## src/rtl/mips_multicycle_controller.sv

```systemverilog
// mips_multicycle_controller
//
// Moore-style control unit for a multi-cycle MIPS datapath. The datapath has
// one shared memory and one ALU. Each instruction is sequenced over several
// states. Memory accesses can stall on a ready handshake. An unsupported
// opcode is flagged in DECODE and abandoned there.
//
// Parameters:
//   BNE_EN        - 1: opcode 6'b000101 (bne) is decoded; 0: it is illegal
//   USE_MEM_READY - 0: mem_ready is ignored and treated as always 1
//
// Ports:
//   clk, rst      - clock (rising edge) and synchronous active-high reset
//   op_code[5:0]  - IR[31:26], held stable by the IR after FETCH completes
//   zero          - ALU zero flag, used by BRANCH
//   mem_ready     - memory access completes in the current cycle
//   ir_w, pc_en   - IR write enable and qualified PC write enable
//   i_or_d        - memory address mux (0 = PC, 1 = ALUOut)
//   mem_w, reg_w  - memory and register-file write enables
//   reg_dest      - write register mux (1 = rd, 0 = rt)
//   mem_to_reg    - write data mux (1 = memory data, 0 = ALUOut)
//   alu_src_a     - ALU A mux (0 = PC, 1 = register A)
//   alu_src_b     - ALU B mux (00 = B, 01 = 4, 10 = sign-ext imm, 11 = imm<<2)
//   pc_src        - next-PC mux (00 = ALU result, 01 = ALUOut, 10 = jump)
//   alu_op        - ALU decoder control (00 = add, 01 = sub, 10 = funct)
//   instr_done    - one-cycle pulse in the last cycle of every instruction
//   illegal_op    - one-cycle pulse in DECODE for an unsupported opcode
//   state[3:0]    - current state code, for debug
module mips_multicycle_controller #(
  parameter bit BNE_EN        = 1'b1,
  parameter bit USE_MEM_READY = 1'b1
) (
  input  logic       clk,
  input  logic       rst,
  input  logic [5:0] op_code,
  input  logic       zero,
  input  logic       mem_ready,
  output logic       ir_w,
  output logic       pc_en,
  output logic       i_or_d,
  output logic       mem_w,
  output logic       reg_w,
  output logic       reg_dest,
  output logic       mem_to_reg,
  output logic       alu_src_a,
  output logic [1:0] alu_src_b,
  output logic [1:0] pc_src,
  output logic [1:0] alu_op,
  output logic       instr_done,
  output logic       illegal_op,
  output logic [3:0] state
);

  typedef enum logic [3:0] {
    FETCH    = 4'd0,
    DECODE   = 4'd1,
    MEMADR   = 4'd2,
    MEMRD    = 4'd3,
    MEMWB    = 4'd4,
    MEMWR    = 4'd5,
    EXECUTE  = 4'd6,
    ALUWB    = 4'd7,
    BRANCH   = 4'd8,
    ADDIEXEC = 4'd9,
    ADDIWB   = 4'd10,
    JUMP     = 4'd11
  } state_t;

  localparam logic [5:0] OP_RTYPE = 6'b00_0000;
  localparam logic [5:0] OP_J     = 6'b00_0010;
  localparam logic [5:0] OP_BEQ   = 6'b00_0100;
  localparam logic [5:0] OP_BNE   = 6'b00_0101;
  localparam logic [5:0] OP_ADDI  = 6'b00_1000;
  localparam logic [5:0] OP_LW    = 6'b10_0011;
  localparam logic [5:0] OP_SW    = 6'b10_1011;

  // The register is a plain 4-bit vector rather than the enum type. Codes
  // 12-15 have no enum name, and keeping the register plain lets those codes
  // be represented and recovered through the default branch.
  logic [3:0] state_q;
  state_t     next_state;
  logic       ready;
  logic       op_is_bne;

  assign ready     = USE_MEM_READY ? mem_ready : 1'b1;
  assign op_is_bne = BNE_EN && (op_code == OP_BNE);
  assign state     = rst ? 4'd0 : state_q;

  // State register. Reset lands on FETCH at the reset edge. This abandons any
  // instruction in flight before it reaches a write-back state.
  always_ff @(posedge clk) begin
    if (rst) begin
      state_q <= FETCH;
    end else begin
      state_q <= next_state;
    end
  end

  // Next-state and control outputs. Every output depends on the current state
  // only. The exceptions are the ready-qualified enables, the branch decision
  // and the illegal-opcode flag. All outputs are forced low while reset is
  // held, so nothing is written in the reset cycle.
  always_comb begin
    next_state = FETCH;
    ir_w       = 1'b0;
    pc_en      = 1'b0;
    i_or_d     = 1'b0;
    mem_w      = 1'b0;
    reg_w      = 1'b0;
    reg_dest   = 1'b0;
    mem_to_reg = 1'b0;
    alu_src_a  = 1'b0;
    alu_src_b  = 2'b00;
    pc_src     = 2'b00;
    alu_op     = 2'b00;
    instr_done = 1'b0;
    illegal_op = 1'b0;

    case (state_q)
      FETCH: begin
        alu_src_b  = 2'b01;
        ir_w       = ready;
        pc_en      = ready;
        next_state = ready ? DECODE : FETCH;
      end
      DECODE: begin
        // Precompute the branch target into ALUOut while the opcode is decoded.
        alu_src_b = 2'b11;
        case (op_code)
          OP_LW, OP_SW: next_state = MEMADR;
          OP_RTYPE:     next_state = EXECUTE;
          OP_BEQ:       next_state = BRANCH;
          OP_ADDI:      next_state = ADDIEXEC;
          OP_J:         next_state = JUMP;
          OP_BNE: begin
            if (BNE_EN) begin
              next_state = BRANCH;
            end else begin
              illegal_op = 1'b1;
              instr_done = 1'b1;
            end
          end
          default: begin
            illegal_op = 1'b1;
            instr_done = 1'b1;
          end
        endcase
      end
      MEMADR: begin
        alu_src_a  = 1'b1;
        alu_src_b  = 2'b10;
        next_state = (op_code == OP_SW) ? MEMWR : MEMRD;
      end
      MEMRD: begin
        i_or_d     = 1'b1;
        next_state = ready ? MEMWB : MEMRD;
      end
      MEMWR: begin
        i_or_d     = 1'b1;
        mem_w      = 1'b1;
        instr_done = ready;
        next_state = ready ? FETCH : MEMWR;
      end
      MEMWB: begin
        reg_w      = 1'b1;
        mem_to_reg = 1'b1;
        instr_done = 1'b1;
      end
      EXECUTE: begin
        alu_src_a  = 1'b1;
        alu_op     = 2'b10;
        next_state = ALUWB;
      end
      ALUWB: begin
        reg_w      = 1'b1;
        reg_dest   = 1'b1;
        instr_done = 1'b1;
      end
      BRANCH: begin
        alu_src_a  = 1'b1;
        alu_op     = 2'b01;
        pc_src     = 2'b01;
        pc_en      = op_is_bne ? ~zero : zero;
        instr_done = 1'b1;
      end
      ADDIEXEC: begin
        alu_src_a  = 1'b1;
        alu_src_b  = 2'b10;
        next_state = ADDIWB;
      end
      ADDIWB: begin
        reg_w      = 1'b1;
        instr_done = 1'b1;
      end
      JUMP: begin
        pc_src     = 2'b10;
        pc_en      = 1'b1;
        instr_done = 1'b1;
      end
      default: begin
        next_state = FETCH;
      end
    endcase

    if (rst) begin
      next_state = FETCH;
      ir_w       = 1'b0;
      pc_en      = 1'b0;
      i_or_d     = 1'b0;
      mem_w      = 1'b0;
      reg_w      = 1'b0;
      reg_dest   = 1'b0;
      mem_to_reg = 1'b0;
      alu_src_a  = 1'b0;
      alu_src_b  = 2'b00;
      pc_src     = 2'b00;
      alu_op     = 2'b00;
      instr_done = 1'b0;
      illegal_op = 1'b0;
    end
  end

endmodule
```

## config.mk

```make
export PLATFORM = sky130hd
export DESIGN_NAME = mips_multicycle_controller
export DESIGN_NICKNAME = d
export VERILOG_FILES = /design/src/rtl/mips_multicycle_controller.sv
export SDC_FILE = /design/constraint.sdc
export NUM_CORES = 1
export LEC_CHECK = 0
export ABC_AREA = 1
export CORE_UTILIZATION = 35
export DETAILED_ROUTE_END_ITERATION = 7
export PLACE_DENSITY = 0.84
export REMOVE_ABC_BUFFERS = 1
export SYNTH_ARGS = -nofsm -noshare
export SYNTH_HDL_FRONTEND = slang
export SYNTH_SLANG_ARGS = --single-unit
export TNS_END_PERCENT = 1
```

## constraint.sdc

```tcl
create_clock -name clk -period 1.27 [get_ports clk]
set_clock_uncertainty 0.05 [all_clocks]
set_input_delay 0.254 -clock clk [delete_from_list [all_inputs] [get_ports clk]]
set_output_delay 0.254 -clock clk [all_outputs]
set_load 0.03 [all_outputs]
```

Word level (Yosys, flattened, before mapping)

Cells that the tools add are included.

Register bits: 4
Input bits: 10
Output and inout port bits: 20

Equality and inequality tests: 17
Muxes and demuxes: 35
Bitwise logic cells: 1
Reduce and logical (&&, ||, !) cells: 10

Operators by type and width:

| kind               | number |
|---|---|
| $pmux 4 s7         | 1 |
| $mux 1             | 21 |
| $pmux 4 s5         | 1 |
| $eq 4x3->1 const B | 4 |
| $eq 4x4->1 const B | 4 |
| $eq 6x3->1 const B | 2 |
| $eq 6x6->1 const B | 2 |
| $mux 3             | 3 |
| $eq 4x2->1 const B | 2 |
| $pmux 2 s2         | 2 |
| $reduce_or 2->1    | 4 |
| $reduce_or 7->1    | 1 |
| $eq 6x2->1 const B | 1 |
| $eq 6x4->1 const B | 1 |
| $logic_not 6->1    | 1 |
| $mux 2             | 3 |
| $pmux 1 s3         | 2 |
| $pmux 2 s3         | 1 |
| $reduce_or 5->1    | 1 |
| $eq 4x1->1 const B | 1 |
| $logic_not 4->1    | 1 |
| $mux 4             | 1 |
| $reduce_or 4->1    | 1 |
| $reduce_or 3->1    | 1 |
| $not 1->1          | 1 |

Depth between registers and ports, before layout

Gate-level depths: netlist of the first run.

Word-level depth: 5
Gate-level depth with buffers: 8
Gate-level depth less buffers: 8

Worst setup path before layout of the first run

OpenSTA, ideal clock, no wires.

Kind: reg2out
From: register state_q[0]
To: output port illegal_op
Arrival: 1.442 ns
Data required time: 0.966 ns
Path slack: -0.476 ns
Stages on the path, launching flop included: 5
Buffers on the path: 0
Cell sequence: dfxtp_1 > nand2_2 > nor2_4 > nand3_1 > nor3_1

Word-level cells in the longest chain between the ends: 3

Ends and longest elaborated chain:

| element                | line | text |
|---|---|---|
| from (decl)            | 80   | `logic [3:0] state_q;` |
| from (signal assigned) | 95   | `state_q <= next_state;` |
| $eq 4x1->1             | 119  | `case (state_q)` |
| $mux 1                 | 119  |  |
| $mux 1                 | 205  | `if (rst) begin` |
| to (decl)              | 50   | `output logic illegal_op,` |

No other way between the ends.

Final worst setup path of the first run

From: register state_q[0]
To: output port reg_w

Word-level cells in the longest chain between the ends: 4
Elaborated cells between the ends (all ways): 6
Classes of those cells: 3 x eq/ne; 2 x mux; 1 x reduce/logical

Ends and longest elaborated chain:

| element                                  | line | text |
|---|---|---|
| $eq 4x4->1 or $eq 4x3->1 (tied branches) | 119  |  |
| $reduce_or 3->1 (no source line) (*)     | -    |  |
| $mux 1 (*)                               | 119  |  |
| $mux 1 (*)                               | 205  |  |
| to (decl)                                | 42   | `output logic reg_w,` |

Every way passes the cells marked *; elsewhere a longest branch is shown, timed or not.

==> impl_metrics.tcl, run 1 <==
set metrics [dict create \
    status "complete, but fails checks" \
    violations "setup timing" \
    rows 14 \
    final_cells 204 \
    slew-limit-headroom_pct 86.06 \
    antenna_found_initial 0 \
    yosys-top-cells-count "nor2_1 (33), nand2_1 (25), inv_1 (15)" \
    area_growth_pct 119.0 \
    pre_cts_ws_ns -0.6556 \
    drtIter0Drc 46 \
    netlist_area_um2 578.1 \
    ys.warnings.count 0 \
    cts_htree_levels 1 \
    setup-violations-final 23 \
    hold_path.class "in2reg" \
    yosysMostFrequentCell "nor2_1" \
    startpoint_type "flop" \
    worst-path-max-fanout 6 \
    largest_reg_flops 4 \
    power_density_nw_per_um2 417.7 \
    route.detailed.drc 0 \
    overflow 0 \
    cp-end-kind "primary output" \
    dr.pass1.iters 4 \
    finalNetCount 200 \
    grt_pass1_wl_um 4374 \
    synth_edf_count 0 \
    drt-total-wl_um 2920 \
    die_y_um 42.64 \
    antenna_left 0 \
    num_antenna_cells 0 \
    yosys.area.top_type "nor2_1" \
    r2r_slack_ns -0.07 \
    first_global_vias 1043 \
    rsz0062_at_grt "yes" \
    drv_cap 0 \
    power.static_leakage_nw 0.6832 \
    gp_congestion 0.8788 \
    arrival_ns 1.45 \
    coreArea_um2 1524 \
    worstPathRequired_ns 0.97 \
    wl_per_cell_um 14.31 \
    reg2reg_from "state_q[2]" \
    synth_ff_type "dfxtp_1" \
    fin_ws_ns -0.4797 \
    hold_path_depth 4 \
    cts_max_path_buffers 2 \
    synthesis.area_per_instance_um2 4.817 \
    vias 1088 \
    dp_hpwl_um 1672 \
    largest_register "state_q" \
    reg.largest.list "state_q x4" \
    maxSlewViolCount 0 \
    finalPower_w 0.0005290 \
    min_from "rst" \
    finalCritPeriodShare_pct 137.8 \
    cts_hold_buf 0 \
    async_flop_share_pct 0 \
    r2r_cells 9 \
    path_class "reg2out" \
    final_cell_area_um2 1266 \
    tightest_slew_ns 0.2084 \
    synth_cell_types 19 \
    ir_drop_mv 0.4906 \
    dpl_cell_area_um2 1076 \
    cts_inserted_buffers 3 \
    cts.sinks 4 \
    cts-root-buf "clkbuf_4" \
    synth-seq-cells 4 \
    die-area_um2 1818 \
    period_minus_slack_ns 1.750 \
    cts_tree "yes" \
    whs_endpoint "state_q[3]" \
    synth_cells 120 \
    drive_gt1_share_pct 48.94 \
    via_per_inst 5.333 \
    fmax_mhz 571.5 \
    initial_utilization_pct 37.93 \
    clkTransAtPathRegs_ns 0.04 \
    synth_area_leaders "nor2_1 (21%), nand2_1 (16%), dfxtp_1 (14%), nand3_1 (12%), inv_1 (9.7%)" \
    fp.dieW_um 42.64 \
    boundaryPins 30 \
    yosysTopAreaCellShare_pct 21.43 \
    finalHoldViolCount 0 \
    dp.cells 194 \
    fin_setup_tns_ns -6.625 \
    insertion_delay_ns 0.24 \
    grt_util_all_layers_pct 32.01 \
    yosysSeqAreaShare_pct 13.85 \
    place.port_buffers 29 \
    grt_max_degree 22 \
    reg2reg_to "state_q[0]" \
]
==> critical path, stage by stage, from the launching register on <==
cell	delay [ns]
dfxtp_4	0.43
nand2_4	0.09
inv_4	0.08
nand2_2	0.06
nand2_1	0.08
nor2_2	0.05
or2_1	0.20
inv_1	0.07
buf_6	0.13
==> metrics by stage <==
stage | hold WS [ns] | util, %
final | 0.5717 | 83.09
after global routing | 0.5825 | 83.09
after CTS | 0.5648 | 81.20
after detailed placement | 0.6681 | 70.61
after global placement | 0.6642 | 70.61
after floorplan | 0.2731 | -
==> worst max-delay path by stage <==
stage	from	to	cells past startpoint
finish	state_q[0]	reg_w	8
global route	state_q[2]	instr_done	9
CTS	state_q[0]	instr_done	9
detailed placement	op_code[0]	instr_done	9
global placement	op_code[0]	instr_done	9
floorplan	state_q[0]	illegal_op	4
==> timing repair <==
item                       CTS  global route
cloned                       0             0
pin swaps                   10             2
buffers inserted             7             0
setup endpoints to repair   24            23
gates resized for setup     39             9
==> final cells by class <==
class | instances | area [um2]
well taps | 16 | 20.02
fillers | 89 | 257.7
clock buffers | 3 | 22.52
repair buffers | 67 | 539.3
inverters | 20 | 82.58
flip-flops and latches | 4 | 91.34
multi-input cells | 94 | 510.5
==> layout by cell type, fill, tap and decap left out, types with 5 or more instances in the layout <==
master	count
inv_1	13
nor2_1	25
nand3_1	9
nand3_2	5
dlygate4sd2_1	5
a21oi_1	6
nand2_1	21
nor3_1	5
buf_4	55
nor2_4	5
nor2_2	6
==> cell families after synthesis <==
family	count (synthesis)	synth area share, %
buf+inv	22	14.28
simple gates	84	62.55
flops	4	13.85
compound gates	10	9.307
==> where the power goes <==
group / internal [W] / total [W] / switching, W / leakage, nW
logic: 0.000101 / 0.000229 / 0.000128 / 0.635
clock network: 0.000106 / 0.000163 / 0.0000570 / 0.0138
registers: 0.000126 / 0.000137 / 0.0000115 / 0.0347
==> routing by layer <==
layer | vias up | wire length (um) | share of wire, % | global-route usage (%)
li1 | 517 | - | - | -
met1 | 481 | 1145 | 39 | 32.73
met2 | 75 | 1447 | 50 | 60.30
met3 | 15 | 211 | 7.2 | 9.052
met4 | 0 | 116 | 4.0 | 11.25
met5 | - | 0 | 0 | 0
No activity file was read; power rests on OpenSTA's default activity.
==> run 2, diff against run 1 <==
CAP_MARGIN = 20   (was not set)
GPL_ROUTABILITY_DRIVEN = 0   (was not set)
==> results of run 2 <==
The final DEF is identical to that of run 1; final timing and power are the same.
